### src/rtl/tiny_rv_pkg.sv
// Shared tiny_rv definitions: opcodes, source-use struct and hazard-controller states.
// The DIV_WAIT state exists only when TINY_RV_DIV_STALL_EN is defined.
package tiny_rv_pkg;

    localparam logic [6:0] RV_LUI    = 7'b0110111;
    localparam logic [6:0] RV_AUIPC  = 7'b0010111;
    localparam logic [6:0] RV_JAL    = 7'b1101111;
    localparam logic [6:0] RV_JALR   = 7'b1100111;
    localparam logic [6:0] RV_BRANCH = 7'b1100011;
    localparam logic [6:0] RV_LOAD   = 7'b0000011;
    localparam logic [6:0] RV_STORE  = 7'b0100011;
    localparam logic [6:0] RV_OP_IMM = 7'b0010011;
    localparam logic [6:0] RV_OP     = 7'b0110011;

    typedef struct packed {
        logic rs1;
        logic rs2;
    } src_use_t;

`ifdef TINY_RV_DIV_STALL_EN
    typedef enum logic [1:0] {StRun, StMemWait, StFlush, StDivWait} hz_state_t;
`else
    typedef enum logic [1:0] {StRun, StMemWait, StFlush} hz_state_t;
`endif

endpackage

### src/rtl/tiny_rv_src_use.sv
// Combinational opcode-to-source-use decoder; also intended for the forwarding unit.
module tiny_rv_src_use
    import tiny_rv_pkg::*;
(
    input  logic [6:0] opcode,
    output src_use_t   src_use
);

    // LUI, AUIPC, JAL and unknown opcodes read no registers.
    always_comb begin
        src_use = '0;
        case (opcode)
            RV_JALR, RV_LOAD, RV_OP_IMM: begin
                src_use.rs1 = 1'b1;
            end
            RV_BRANCH, RV_STORE, RV_OP: begin
                src_use.rs1 = 1'b1;
                src_use.rs2 = 1'b1;
            end
            default: src_use = '0;
        endcase
    end

endmodule

### src/rtl/tiny_rv_hazard_ctrl.sv
// Pipeline stall/flush sequencer: load-use, memory wait and redirect refill window.
// Optional divide stall (DIV_WAIT state, ex_div_start port) under TINY_RV_DIV_STALL_EN.
module tiny_rv_hazard_ctrl
    import tiny_rv_pkg::*;
#(
    parameter int unsigned FLUSH_CYCLES = 1,
    parameter int unsigned DIV_CYCLES   = 32
) (
    input  logic        i_clk,
    input  logic        i_reset,
    input  logic [6:0]  dec_opcode,
    input  logic [4:0]  dec_rs1,
    input  logic [4:0]  dec_rs2,
    input  logic        ex_valid,
    input  logic        ex_is_load,
    input  logic [4:0]  ex_rd,
    input  logic        ex_redirect,
    input  logic [31:0] ex_redirect_pc,
`ifdef TINY_RV_DIV_STALL_EN
    input  logic        ex_div_start,
`endif
    input  logic        mem_req,
    input  logic        mem_ack,
    output logic        o_fetch_stall,
    output logic        o_decode_stall,
    output logic        o_decode_flush,
    output logic        o_ex_bubble,
    output logic        o_ex_stall,
    output logic        o_redirect,
    output logic [31:0] o_redirect_pc
);

    hz_state_t  state_q, state_d;
    logic [3:0] flush_cnt_q, flush_cnt_d;
    src_use_t   src_use;
    logic       load_use;

`ifdef TINY_RV_DIV_STALL_EN
    logic [5:0] div_cnt_q, div_cnt_d;
`else
    logic unused_div_cycles;
    assign unused_div_cycles = ^DIV_CYCLES;
`endif

    tiny_rv_src_use u_src_use (
        .opcode  (dec_opcode),
        .src_use (src_use)
    );

    assign load_use = ex_valid && ex_is_load && (ex_rd != 5'd0) &&
                      ((src_use.rs1 && (ex_rd == dec_rs1)) ||
                       (src_use.rs2 && (ex_rd == dec_rs2)));

    always_comb begin
        state_d        = state_q;
        flush_cnt_d    = flush_cnt_q;
`ifdef TINY_RV_DIV_STALL_EN
        div_cnt_d      = div_cnt_q;
`endif
        o_fetch_stall  = 1'b0;
        o_decode_stall = 1'b0;
        o_decode_flush = 1'b0;
        o_ex_bubble    = 1'b0;
        o_ex_stall     = 1'b0;
        o_redirect     = 1'b0;
        o_redirect_pc  = '0;

        unique case (state_q)
            StRun: begin
                if (ex_redirect) begin
                    o_redirect     = 1'b1;
                    o_redirect_pc  = ex_redirect_pc;
                    o_decode_flush = 1'b1;
                    o_ex_bubble    = 1'b1;
                    flush_cnt_d    = 4'(FLUSH_CYCLES);
                    state_d        = StFlush;
                end else if (mem_req && !mem_ack) begin
                    o_fetch_stall  = 1'b1;
                    o_decode_stall = 1'b1;
                    o_ex_stall     = 1'b1;
                    state_d        = StMemWait;
`ifdef TINY_RV_DIV_STALL_EN
                end else if (ex_div_start) begin
                    o_fetch_stall  = 1'b1;
                    o_decode_stall = 1'b1;
                    o_ex_stall     = 1'b1;
                    div_cnt_d      = 6'(DIV_CYCLES - 1);
                    state_d        = StDivWait;
`endif
                end else if (load_use) begin
                    o_fetch_stall  = 1'b1;
                    o_decode_stall = 1'b1;
                    o_ex_bubble    = 1'b1;
                end
            end
            // Execute is frozen here and keeps presenting any redirect; it is acted on in RUN.
            StMemWait: begin
                if (mem_ack) begin
                    state_d = StRun;
                end else begin
                    o_fetch_stall  = 1'b1;
                    o_decode_stall = 1'b1;
                    o_ex_stall     = 1'b1;
                end
            end
            StFlush: begin
                o_decode_flush = 1'b1;
                o_ex_bubble    = 1'b1;
                flush_cnt_d    = flush_cnt_q - 4'd1;
                if (flush_cnt_q <= 4'd1) begin
                    state_d = StRun;
                end
            end
`ifdef TINY_RV_DIV_STALL_EN
            StDivWait: begin
                if (div_cnt_q == 6'd0) begin
                    state_d = StRun;
                end else begin
                    o_fetch_stall  = 1'b1;
                    o_decode_stall = 1'b1;
                    o_ex_stall     = 1'b1;
                    div_cnt_d      = div_cnt_q - 6'd1;
                end
            end
`endif
            default: state_d = StRun;
        endcase

        // Decode stage gives flush priority over stall; mirror that here.
        if (o_decode_flush) begin
            o_decode_stall = 1'b0;
        end

        if (i_reset) begin
            o_fetch_stall  = 1'b0;
            o_decode_stall = 1'b0;
            o_decode_flush = 1'b1;
            o_ex_bubble    = 1'b0;
            o_ex_stall     = 1'b0;
            o_redirect     = 1'b0;
            o_redirect_pc  = '0;
        end
    end

    always_ff @(posedge i_clk) begin
        if (i_reset) begin
            state_q     <= StRun;
            flush_cnt_q <= '0;
`ifdef TINY_RV_DIV_STALL_EN
            div_cnt_q   <= '0;
`endif
        end else begin
            state_q     <= state_d;
            flush_cnt_q <= flush_cnt_d;
`ifdef TINY_RV_DIV_STALL_EN
            div_cnt_q   <= div_cnt_d;
`endif
        end
    end

endmodule
### config.mk
export PLATFORM = sky130hd
export DESIGN_NAME = tiny_rv_hazard_ctrl
export DESIGN_NICKNAME = d
export VERILOG_FILES = /design/src/rtl/tiny_rv_pkg.sv /design/src/rtl/tiny_rv_src_use.sv /design/src/rtl/tiny_rv_hazard_ctrl.sv
export SDC_FILE = /design/constraint.sdc
export NUM_CORES = 1
export LEC_CHECK = 0
export ABC_AREA = 1
export BUFFER_PORTS_ARGS = -buffer_cell sky130_fd_sc_hd__buf_2
export CAP_MARGIN = 30
export CORE_AREA = 5 5 73 48
export CTS_CLUSTER_SIZE = 24
export DETAILED_ROUTE_END_ITERATION = 10
export DIE_AREA = 0 0 78 53
export PLACE_DENSITY = 0.86
export SLEW_MARGIN = 20
export SYNTH_ARGS = -nofsm -noshare
export SYNTH_HDL_FRONTEND = slang
export SYNTH_SLANG_ARGS = --single-unit
### constraint.sdc
create_clock -name i_clk -period 1.3 [get_ports i_clk]
set_input_delay 0.26 -clock i_clk [delete_from_list [all_inputs] [get_ports i_clk]]
set_output_delay 0.26 -clock i_clk [all_outputs]
set_load 0.01 [all_outputs]
-- Word-level counts from Yosys, hierarchy flattened
Cells that the tools add are included.
- register bits: 6
- bits of input ports: 61
- output and inout port bits: 38
- logic and storage cells: 66
- add/subtract/negate cells: 1
- $lt $le $gt $ge: 1
- equal/unequal tests: 14
- muxes and demuxes: 33
- reductions and logical operators: 15
- operator list (cell ; count):
    2-to-1 mux 32 bit ; 3
    2-to-1 mux 1 bit ; 19
    == test 7 x 6 -> 1 bit, second input constant ; 2
    == test 7 bit, second input constant ; 2
    == test 5 bit ; 2
    2-to-1 mux 2 bit ; 4
    case mux 1 bit (2 select lines) ; 4
    case mux 4 bit (2 select lines) ; 1
    == test 7 x 2 -> 1 bit, second input constant ; 1
    == test 7 x 5 -> 1 bit, second input constant ; 1
    logical AND 1 bit ; 6
    != test 2 bit, second input constant ; 3
    case mux 2 bit (3 select lines) ; 1
    OR reduction 6 bit ; 1
    nonzero test 5 bit ; 1
    <= comparator 4 x 1 -> 1 bit, second input constant ; 1
    2-to-1 mux 4 bit ; 1
    subtractor 4 x 1 -> 4 bit, second input constant ; 1
    != test 3 bit, second input constant ; 1
    AND reduction 3 bit ; 1
    OR reduction 3 bit ; 1
    == test 2 x 1 -> 1 bit, second input constant ; 1
    == test 2 bit, second input constant ; 1
    logical NOT 2 bit ; 1
    other kinds (4) ; 4

-- Logic depth before layout (Yosys ltp)
Gate-level depths: netlist (run 1).
- depth after elaboration: 12
- gate-level depth with buffers: 10
- gate-level depth less buffers: 10

-- Modules after synthesis
A second synthesis (run 1) with hierarchy kept.
- cells, all modules: 190
- area total of the unflattened synthesis: 935.9 um2
- by module, submodules not included (module ; instances ; cells each ; area each (um2) ; seq. area each (um2)):
    tiny_rv_hazard_ctrl ; 1 ; 174 ; 864.6 ; 120.1
    tiny_rv_src_use ; 1 ; 16 ; 71.3 ; 0.0

-- Least setup slack after synthesis (run 1)
No wires, ideal clock.
- path type: register to output
- start point: reg state_q[1]
- end point: out o_redirect_pc[10]
- data arrival time: 1.097 ns
- required time: 1.040 ns
- slack: -0.057 ns
- stages on the path, launching flop included: 9
- buffers on the path: 1
- cell sequence: dfxtp_1 -> nor2_2 -> inv_1 -> nor2_2 -> inv_2 -> nor2_4 -> inv_2 -> buf_6 -> nor2_1
- word-level cells in the longest chain between the ends: 3
- ends and longest elaborated chain (what ; line ; source):
    start, declared ; tiny_rv_hazard_ctrl.sv:33 ; hz_state_t state_q, state_d;
    start signal, assigned ; tiny_rv_hazard_ctrl.sv:147 ; state_q <= StRun;
    start signal, assigned ; tiny_rv_hazard_ctrl.sv:153 ; state_q <= state_d;
    logical NOT 2 bit ; tiny_rv_hazard_ctrl.sv:68 ; unique case (state_q)
    2-to-1 mux 32 bit ; tiny_rv_hazard_ctrl.sv:68 ;
    2-to-1 mux 32 bit ; tiny_rv_hazard_ctrl.sv:134 ; if (i_reset) begin
    end, declared ; tiny_rv_hazard_ctrl.sv:30 ; output logic [31:0] o_redirect_pc
No other way between the ends.

-- Final worst setup path (run 1)
- start point: reg state_q[0]
- end point: out o_redirect_pc[23]
The elaborated chain is that of the path after synthesis.

==> run metrics, run 1 <==
TritonCTS clock tree=yes; Vias per Instance=4.38; Wirelength per Cell=12.5 um; Max Fclk=0.588 GHz; failing checks=setup timing; final hold slack=0.288 ns; WP buf/inv=5; Syn Area/Cell=4.86 um2; gpl congestion=0.782; Worst Setup End Kind=primary output; Seq/Total Area, Yosys=0.134; unrepaired setup endpoints after global routing=yes; Worst-Margin Slew=0.205 ns; CP max stage cell=dfxtp_2; initial core utilization=0.324; total gr overflow=0; Leakage=1.21 nW; Clock Latency Late Sink=0.22 ns; minimum clock period=1.70 ns; Core Footprint=0.00276 mm2; Total GRT Usage=0.159; setup ws final=-0.402 ns; share of cells above drive strength 1=0.576; Synth area leader=inv_1; drt first pass iters=4; flops & latches, synth=6; worst hold path class=input port to register; area delta synth->final=115%; setup_tns=-13.02 ns; max-cap viol count=0; Root Buffer=clkbuf_8; Die H=53 um; clock-pin slew on the worst setup and hold paths=0.04 ns; Clock Path Buffers=2; most used cell along the critical path=nor2_4; chip width=78 um; Port Buffers=98; Distinct cells, synth=18; final period utilization=1.31; syn_nets=247; TritonCTS buffer count=3; relative slew slack=0.863; warnings from Yosys=0; Initial DRC Count=26; final hold violations=0; DRC viols=0; Power Total=1.11 mW; Pwr per Cell Area=578 mW/mm2; Worst Path Class, Setup=register to primary output; Mapped Area=895 um2; DPL Wire Length=2.86 mm; IO Pins=99; CP delay by family, top=buffers and inverters; VDD IR max=0.492 mV; Area contributors post-synth=inv_1 26%, nor2_1 19%, nand2_1 15%; clk_skew=0.00209 ns; crit start category=register; vias in the first global route=1,238; final max-slew violation count=0; data arrival time of the critical path=1.44 ns; largest net degree at the start of global routing=17; area fraction of the dominant cell type after synthesis=0.256; final setup fails=38; final net count=362; WL final=4.13 mm; die area=0.00413 mm2; Antenna Violating Nets Remaining=0; row count=15; initial antenna violation count=0; fin util=0.698; Antenna Cells=0; first-pass GRT wire length=5.31 mm; max incr delay on CP=0.33 ns; Syn Inst Count=184; htree depth=1; via count=1,450; Critical Path RT=1.04 ns; critical path peak fanout=16; crit path cell chain=nor2_4 -> inv_2 -> nor2_4 -> inv_2 -> nor2_4 -> inv_4 -> buf_16 -> nor2_2 -> buf_2; status=finished, violations left; Num Clock Sinks=6
-- worst register-to-register path, stage by stage (launching register included) --
cell and delay (ns):
dfxtp_2 0.36, nor2_4 0.05, inv_2 0.06, nor2_4 0.04, buf_4 0.13, nor2_4 0.11
nand2_2 0.07, buf_4 0.13, buf_4 0.14, o22ai_1 0.09
-- repair_timing --
action	CTS	global route
setup buffers	7	1
gates cloned	1	1
setup endpoints to repair	38	41
resized for setup	21	40
hold buffers	0	0
pin swaps	3	4
-- flip-flops by register name (all words and copies together) (netlist names) --
register,cells
state_q,2
flush_cnt_q,4
-- synthesized netlist by cell type (all sizes together) --
library cell  count
a31oi             1
nand2            35
xor2              2
inv              63
nand3             7
nor2             51
dfxtp             6
xnor2             1
o21ai             4
ha                2
buf               3
a21oi             4
nor3              1
o211ai            1
o22ai             3
-- final timing paths --
check / startpoint / to / slack, ns / depth (start not counted)
hold reg to reg: flush_cnt_q[1] / flush_cnt_q[1] / 0.52 / 2
setup / recovery: state_q[0] / o_redirect_pc[23] / -0.40 / 9
setup reg to reg: state_q[1] / flush_cnt_q[1] / 0.05 / 9
hold / removal: i_reset / state_q[1] / 0.29 / 2
-- cell usage in the layout, fill, tap and decap left out --
| cell type | netlist | final |
|---|---|---|
| buf_16 | 0 | 1 |
| nor2_1 | 46 | 14 |
| o22ai_1 | 3 | 1 |
| buf_2 | 0 | 83 |
| ha_1 | 2 | 2 |
| nand3_1 | 7 | 5 |
| dfxtp_1 | 6 | 4 |
| nand2_1 | 35 | 31 |
| inv_1 | 61 | 59 |
| clkbuf_16 | 0 | 1 |
| o22ai_2 | 0 | 2 |
| a21oi_2 | 0 | 1 |
| o21ai_2 | 0 | 3 |
| xor2_1 | 2 | 2 |
| nor2_4 | 1 | 19 |
| clkbuf_8 | 0 | 3 |
| nor2_2 | 4 | 18 |
| nand2_4 | 0 | 1 |
| o211ai_1 | 1 | 1 |
| a31oi_1 | 1 | 1 |
| nand2_2 | 0 | 3 |
| inv_4 | 0 | 1 |
| nand3_2 | 0 | 2 |
| dfxtp_2 | 0 | 2 |
| buf_6 | 3 | 17 |
| nor3_1 | 1 | 1 |
| a21oi_1 | 4 | 3 |
| xnor2_1 | 1 | 1 |
| buf_12 | 0 | 1 |
| o21ai_0 | 4 | 1 |
| buf_4 | 0 | 10 |
| inv_2 | 2 | 3 |
-- stage by stage --
step,instance area [um2],setup WS [ns],std cells
after floorplan,965,-0.0276,184
after global placement,1530,-0.214,320
after detailed placement,1530,-0.234,320
after CTS,1690,-0.379,329
after global routing,1930,-0.494,331
final,1930,-0.402,331
-- layout make-up --
cell class / instances / area, um2
fill: 222 / 832
timing repair buffer: 113 / 754
multi-input combinational: 112 / 727
inverter: 63 / 239
sequential: 6 / 123
tap: 34 / 42.5
clock buffer: 3 / 41.3
-- per-layer routing --
layer  GRT usage  vias up  wire length [um]
li1            -      742                 -
met1       0.178      633              1590
met2       0.298       65              2000
met3      0.0578       10               410
met4      0.0253        0               125
met5           0        -                 0
-- cell families after synthesis --
| logic type | synth area share |
|---|---|
| XOR/XNOR | 0.0294 |
| AO/OA/AOI/OAI | 0.0811 |
| buffers and inverters | 0.302 |
| AND/OR/NAND/NOR | 0.425 |
| flip-flops | 0.134 |
| adder cells (fa/ha/maj) | 0.0280 |
-- power breakdown --
part,internal [mW],switching (mW),leakage (nW)
registers,0.203,0.0137,0.0501
clock network,0.199,0.0825,0.0216
logic,0.300,0.317,1.14
total,0.702,0.413,1.21
No activity file was read; power rests on OpenSTA's default activity.
==> run 2, diff against run 1 <==
Clock period 1.3 ns to 1.9 ns, I/O delays scaled along.
==> run 2 against run 1 <==
Compared with the run above:
- the flow now finishes without violations
- via count shrank 10%
- cell count shrank 3.3%
- register-to-register slack better by 0.80 ns
- critical path type unchanged
- die area is the same
- worst setup slack improved by 0.50 ns
- highest routed layer is now met3
- combinational power is 54% lower
- first-iteration DRC count grew to 3.0 times the previous value
- hold slack better by 0.12 ns
- clock power decreased by 35%
- utilization decreased by 16 points
- routed wire length is 25% lower
- critical endpoint is now o_redirect_pc[0]
==> run metrics, run 2 (synthesis gave the netlist of run 1 again) <==
status=finished clean; biggest regs=flush_cnt_q (4), state_q (2); commonest non-fill, non-tap cell in the layout=buf_2; Critical Path RT=1.52 ns (+0.48 ns); share of cells above drive strength 1=0.402 (-0.174); max incr delay on CP=0.33 ns (about the same); DPL Wire Length=2.54 mm (-11%); crit path cell chain=nor2_2 -> inv_1 -> nor2_2 -> inv_2 -> nor2_4 -> buf_4 -> inv_6 -> nor2_1 -> buf_2; initial antenna violation count=0 (unchanged); die area=0.00413 mm2 (unchanged); chip width=78 um (unchanged); final net count=351 (-3.0%); relative slew slack=0.833 (-0.0304); TritonCTS buffer count=3 (unchanged); Leakage=1.10 nW (-8.9%); Max Fclk=0.555 GHz; unrepaired setup endpoints after global routing=yes; clk_skew=0.00275 ns (+0.000658 ns); post-route cell area=0.00149 mm2 (-23%); Initial DRC Count=79 (+200%); commonest non-fill, non-tap cells in the layout=98 x buf_2, 61 x inv_1, 44 x nor2_1; Pwr per Cell Area=413 mW/mm2 (-29%); Worst Setup End Kind=primary output; most used cell along the critical path=nor2_2; total gr overflow=0 (unchanged); Core Footprint=0.00276 mm2 (unchanged); final setup fails=0 (-100%); Antenna Violating Nets Remaining=0 (unchanged); drt first pass iters=4 (unchanged); DRC viols=0 (unchanged); area delta synth->final=66.2%; via count=1,299 (-10%); IO Pins=99 (unchanged); Worst Path Class, Setup=register to primary output; initial core utilization=0.324 (unchanged); Clock Latency Late Sink=0.22 ns (about the same); Antenna Cells=0 (unchanged); first-pass GRT wire length=4.50 mm (-15%); final hold slack=0.407 ns (+0.119 ns); gpl congestion=0.805 (+3.0%); WL final=3.09 mm (-25%); max-cap viol count=0 (unchanged); Wirelength per Cell=9.64 um (-23%); Clock Path Buffers=2 (unchanged); Largest register FFs=4 (unchanged); final hold violations=0 (unchanged); non-filler instance count after layout=320 (-3.3%); minimum clock period=1.80 ns; critical path peak fanout=16 (unchanged); row count=15 (unchanged); Num Clock Sinks=6 (unchanged); CTS Hold Buffers Added=0 (unchanged); CP max stage cell=dfxtp_2; data arrival time of the critical path=1.42 ns (-0.02 ns); final max-slew violation count=0 (unchanged); Port Buffers=98 (unchanged); Root Buffer=clkbuf_8; largest net degree at the start of global routing=33 (+16); Vias per Instance=4.06 (-7.3%); worst hold path class=input port to register; Worst-Margin Slew=0.249 ns (+0.0439 ns); TritonCTS clock tree=yes; crit start category=register; clock-pin slew on the worst setup and hold paths=0.03 ns (about the same); vias in the first global route=1,116 (-9.9%); final period utilization=0.948; Total GRT Usage=0.132 (-0.0278); largest reg by FF count=flush_cnt_q; Placement Cell Area=0.00139 mm2 (-8.8%); Die H=53 um (unchanged); dpl cells=313 (-2.2%); VDD IR max=0.486 mV (-1.2%); htree depth=1 (unchanged)
==> run 2: cell type report <==
class,instances,area [um2]
clock buffer,3,41.3
inverter,63,249
multi-input combinational,112,509
fill,290,1270
timing repair inverter,2,17.5
timing repair buffer,100,505
sequential,6,121
tap,34,42.5
==> run 2: layer usage <==
metal | up-vias | GRT usage | share of wire
met1 | 522 | 0.154 | 0.43
met3 | 0 | 0.0476 | 0.12
met2 | 57 | 0.235 | 0.44
met4 | 0 | 0.0225 | 0
met5 | - | 0 | 0
li1 | 720 | - | -
==> run 2: repair_timing <==
item	4_1_cts	5_1_grt
setup endpoints to repair	0	32
gates resized for setup	0	8
setup buffers	0	2
==> run 2: per-stage QoR <==
step / total power, mW / utilization / setup WS [ns] / setup TNS [ns]
after floorplan: 0.303 / - / 0.401 / 0
after global placement: 0.411 / 0.505 / 0.203 / 0
after detailed placement: 0.417 / 0.505 / 0.189 / 0
after CTS: 0.605 / 0.520 / 0.00792 / 0
after global routing: 0.672 / 0.539 / -0.0204 / -0.109
final: 0.614 / 0.539 / 0.0981 / 0
==> run 2: final timing paths <==
kind,depth (start not counted),startpoint,slack (ns),endpoint
worst min register to register,2,flush_cnt_q[3],0.51,flush_cnt_q[3]
worst max register to register,5,flush_cnt_q[0],0.85,state_q[1]
worst min-delay path,2,i_reset,0.41,state_q[1]
worst max-delay path,9,state_q[1],0.1,o_redirect_pc[0]
==> run 2: worst max-delay path: cells and delay by family (launching register included) <==
| family | cells | cell delay (ns) |
|---|---|---|
| buf+inv | 5 | 0.48 |
| simple gates | 4 | 0.38 |
| flops | 1 | 0.33 |
==> run 2: power breakdown <==
| part | internal, mW | switching, mW |
|---|---|---|
| clock network | 0.135 | 0.0471 |
| registers | 0.139 | 0.00869 |
| logic | 0.128 | 0.155 |
| total | 0.402 | 0.211 |
